**src/rtl/tt_dwell_timer.sv**
```systemverilog
// rtl/tt_dwell_timer.sv - per-vector dwell counter, flags the last cycle of each dwell
module tt_dwell_timer #(
  parameter int DWELL = 50
) (
  input  logic clk,
  input  logic rst,
  input  logic clr,
  input  logic en,
  output logic last
);

  localparam int W = (DWELL > 1) ? $clog2(DWELL) : 1;

  logic [W-1:0] cnt;

  assign last = (cnt == W'(DWELL - 1));

  // Wraps on its own so back-to-back vectors need no explicit clear
  always_ff @(posedge clk) begin
    if (rst || clr) begin
      cnt <= '0;
    end else if (en) begin
      cnt <= last ? '0 : cnt + W'(1);
    end
  end

endmodule

```
**config.mk**
```make
export PLATFORM = sky130hd
export DESIGN_NAME = tt_dwell_timer
export DESIGN_NICKNAME = d
export VERILOG_FILES = /design/src/rtl/tt_dwell_timer.sv
export SDC_FILE = /design/constraint.sdc
export NUM_CORES = 1
export LEC_CHECK = 0
export CAP_MARGIN = 10
export CORE_AREA = 4 4 41 43
export CTS_BUF_LIST = sky130_fd_sc_hd__clkbuf_8
export DETAILED_ROUTE_END_ITERATION = 8
export DIE_AREA = 0 0 45 47
export HOLD_SLACK_MARGIN = 0.15
export PLACE_DENSITY_LB_ADDON = 0.3
export SYNTH_ARGS = -nofsm -noshare
export SYNTH_HDL_FRONTEND = slang
export SYNTH_SLANG_ARGS = --single-unit
```
**constraint.sdc**
```tcl
create_clock -name clk -period 1.4 [get_ports clk]
set_input_delay 0.28 -clock clk [delete_from_list [all_inputs] [get_ports clk]]
set_output_delay 0.28 -clock clk [all_outputs]
set_load 0.005 [all_outputs]
```
Word-level counts from Yosys, hierarchy flattened
Cells that the tools add are included.
{"block": "op_classes", "add_sub_neg": 1, "mux": 1, "eq_ne": 1, "n_reduce_logical": 1}
{"op": "$add A6 B1 Y6 const B", "count": 1}
{"op": "$eq A6 B6 Y1 const B", "count": 1}
{"op": "$mux W6", "count": 1}
{"op": "$logic_or A1 B1 Y1", "count": 1}
{"block": "word_totals", "ff_bits": 6, "inputBits": 4, "wordCells": 5, "output_inout_bits": 1}

Depth between registers and ports, before layout
{"block": "depth", "word_depth": 2, "depth_mapped": 5, "depth_no_buf": 5}

Worst setup path before layout
No wires, ideal clock.
{"block": "synth_path", "kind": "flip-flop to flip-flop", "start": "register cnt[0]", "end": "register cnt[4]", "period_less_slack_ns": 1.209, "setup_time_ns": 0.074, "slack_ns": 0.191, "arrival_time_ns": 1.135, "n_path_buf": 0, "path_stages_with_launch": 5, "path_cell_list": "dfxtp_1 -> ha_1 -> nand3_1 -> or3b_1 -> a31oi_1"}
{"block": "synth_via", "elab_chain_cells": 2}
{"item": "from (decl)", "line": "14", "rtl": "logic [W-1:0] cnt;"}
{"item": "from (signal assigned)", "line": "23", "rtl": "cnt <= last ? '0 : cnt + W'(1);"}
{"item": "$add A6 B1 Y6 / $eq A6 B6 Y1 (equally long branches)", "line": "23, 16"}
{"item": "$mux W6 (*)", "line": "23"}
Every way passes the cells marked *; elsewhere a longest branch is shown, timed or not.
A chain may end at the register's enable or synchronous reset.

Worst setup path in the final report
{"block": "layout_path", "start": "register cnt[1]", "end": "output last"}
{"block": "layout_via", "elab_chain_cells": 1}
{"item": "$eq A6 B6 Y1", "line": "16", "rtl": "assign last = (cnt == W'(DWELL - 1));"}
{"item": "to (decl)", "line": "9", "rtl": "output logic last"}
Every way passes these cells.

==> summary.md <==
| Metric | Value |
|---|---|
| Status | `complete, no violations` |
| Starting DRT DRC Count | `8` |
| Post-route ant nets | `0` |
| GPL Wtd Cong | `0.7645` |
| Wl on met1 | `395 um` |
| Worst Max-Slew Pin Slew | `0.3182 ns` |
| Setup TNS | `0 ns` |
| Die width | `45 um` |
| Max Cap Violations | `0` |
| Initial antenna violation count | `0` |
| Via count of the first global-routing pass | `345` |
| Clk pwr share | `55.1%` |
| Clk_skew | `0.005470 ns` |
| Setup CP Type | `flip-flop to output port` |
| WP data arrival | `1.11 ns` |
| Placed inst area | `475.5 um2` |
| Root Driver | `clkbuf_8` |
| Power Density | `803.7 nW/um2` |
| Starting Density | `26.83%` |
| Pre-CTS setup slack | `-0.2001 ns` |
| CTS tree | `done` |
| Syn. warnings | `0` |
| Distinct cells, synth | `23` |
| Rows | `13` |
| DRC violations left | `0` |
| Drt wl/cell | `14.08 um` |
| Diode count | `0` |
| Placeable Area | `1301 um2` |
| Logic pwr share | `8.4%` |
| DR pass1 iterations | `4` |
| Regs by FF count | `cnt: 6 flops` |
| Post-DP HPWL | `573.4 um` |
| Sequential area share after synthesis | `34.41%` |
| First-pass GRT wire length | `1.662 mm` |
| Maximum root-to-sink buffer count | `2` |
| #FFs+latches synth | `6` |
| Finished layout cell area | `595.6 um2` |
| CTS clk-pin slew, worst paths | `0.04 ns` |
| Routed wl met3 | `56 um` |
| Synth Cell Area | `349.1 um2` |
| Biggest register | `cnt` |
| H-tree level count | `1` |
| Leakage | `0.2270 nW` |
| Startpoint class of the critical path | `flip-flop` |
| Final Hold Viols | `0` |
| Sw frac | `20.29%` |
| Fill cell count | `130` |
| CTS hold repair buffers | `0` |
| Fmax | `0.7193 GHz` |
| Switching pwr | `0.09714 mW` |
| Unrepaired setup endpoints after global routing | `yes` |
| Vias per inst | `4.905` |
| Met2 WL | `559 um` |
| Crit path time final | `1.390 ns` |
| Fin nets | `67` |
| Sequential power share | `36.5%` |
| Boundary pin count | `5` |
| GRT Util Overall | `12.42%` |
| Largest register FFs | `6` |
| Most frequent cells in the layout | `buf_4 (13), dfxtp_1 (4)` |
| Port Buffer Count | `4` |
| CP required | `1.12 ns` |
| Max transition margin | `78.79%` |
| Mapped Avg Cell Area | `8.727 um2` |
| Gate count of the mapped netlist | `40` |
| Syn nets | `46` |
| CTS buffer count | `3` |
| Post-layout util | `45.77%` |
| Grt total ovfl | `0` |
| Largest net degree at the start of global routing | `9` |
| DR top layer | `met4` |
| Fraction of layout cells with a size suffix above 1 | `49.15%` |
| Worst Setup Slack, final | `0.009849 ns` |
| Clock sinks | `6` |
| Max VDD drop | `0.0005096 V` |
| Critical path capture point type | `output port` |
| Int Power | `0.3815 mW` |
| Most common cell after layout, fill and taps aside | `buf_4` |
| Max Slew Vio Count | `0` |
| Die Footprint | `2115 um2` |
| DR vias | `363` |
| Path type of the worst min-delay path | `flip-flop to flip-flop` |
| Layout overhead on the synthesized area | `70.61%` |
| Hold WS | `0.5376 ns` |
| Part of the cycle the worst path needs | `99.30%` |
| Final wirelength | `1.042 mm` |
| CP max FO | `2` |
| Count of final setup violators | `0` |
| DIE HEIGHT | `47 um` |
| Worst skew pair latency | `0.23 ns` |
power groups by stage:
stage / logic (mW) / registers [mW] / clock network, mW
after floorplan: 0.0165 / 0.178 / 0
after global placement: 0.0326 / 0.177 / 0
after detailed placement: 0.0323 / 0.177 / 0
after CTS: 0.0372 / 0.176 / 0.270
after global routing: 0.0427 / 0.175 / 0.277
final: 0.0400 / 0.175 / 0.264
synth_stat cells (all sizes together):
master	n	share of area, %
or3	1	1.8
a31oi	1	1.8
xor2	1	2.5
and3b	1	2.5
ha	2	7.2
o211ai	1	2.2
a221oi	1	4.3
nand2	3	3.2
nor2	2	2.2
buf	2	4.3
o21ai	4	5.7
nor2b	2	3.6
nand3	1	1.4
a21oi	3	4.3
nand4bb	1	3.2
nand4	1	3.6
nand2b	3	5.4
or3b	1	2.5
dfxtp	6	34
or2	1	1.8
inv	2	2.2
final timing paths:
| kind | start | to | slack [ns] | depth (start not counted) |
|---|---|---|---|---|
| worst max-delay path | cnt[1] | last | 0.01 | 5 |
| worst min-delay path | cnt[5] | cnt[5] | 0.54 | 2 |
| worst max register to register | cnt[1] | cnt[4] | 0.05 | 5 |
| worst min register to register | cnt[5] | cnt[5] | 0.54 | 2 |
worst max-delay path, cell delays in order, from the launching register on:
cell and delay [ns]:
dfxtp_2 0.31, inv_2 0.05, ha_4 0.12, nand4bb_1 0.12, nor2_1 0.14, buf_2 0.13
repair_timing:
action | 4_1_cts | 5_1_grt
endpoints found under the setup margin | 2 | 3
resized for setup | 13 | 5
pin swaps | 5 | 5
buffers inserted | 3 | 0
metal layers:
metal  global-route usage [%]  up-vias
li1                         -      178
met1                    11.64      173
met2                    21.47        7
met3                    5.747        5
met4                    8.772        0
met5                        0        -
cell type report:
class / count / area, um2 / area share [%]
tap: 15 / 18.77 / 3.151
inverter: 2 / 7.507 / 1.261
multi-input combinational: 30 / 259.0 / 43.49
sequential: 6 / 125.1 / 21.01
timing repair buffer: 18 / 143.9 / 24.16
clock buffer: 3 / 41.29 / 6.933
stage by stage:
step | instances | power, mW
2_1_floorplan | 40 | 0.1948
3_5_place_dp | 68 | 0.2096
3_3_place_gp | 68 | 0.2099
6_report | 74 | 0.4787
5_1_grt | 74 | 0.4945
4_1_cts | 74 | 0.4828
kinds of logic after synthesis:
| logic type | after synthesis | synth area share, % |
|---|---|---|
| AOI/OAI and AO/OA | 10 | 18.28 |
| adders and majority gates | 2 | 7.167 |
| buffers and inverters | 4 | 6.451 |
| xor gates and xnor gates | 1 | 2.509 |
| DFF | 6 | 34.41 |
| and+or+nand+nor | 17 | 31.18 |
Power figures use the tool's default switching activity.
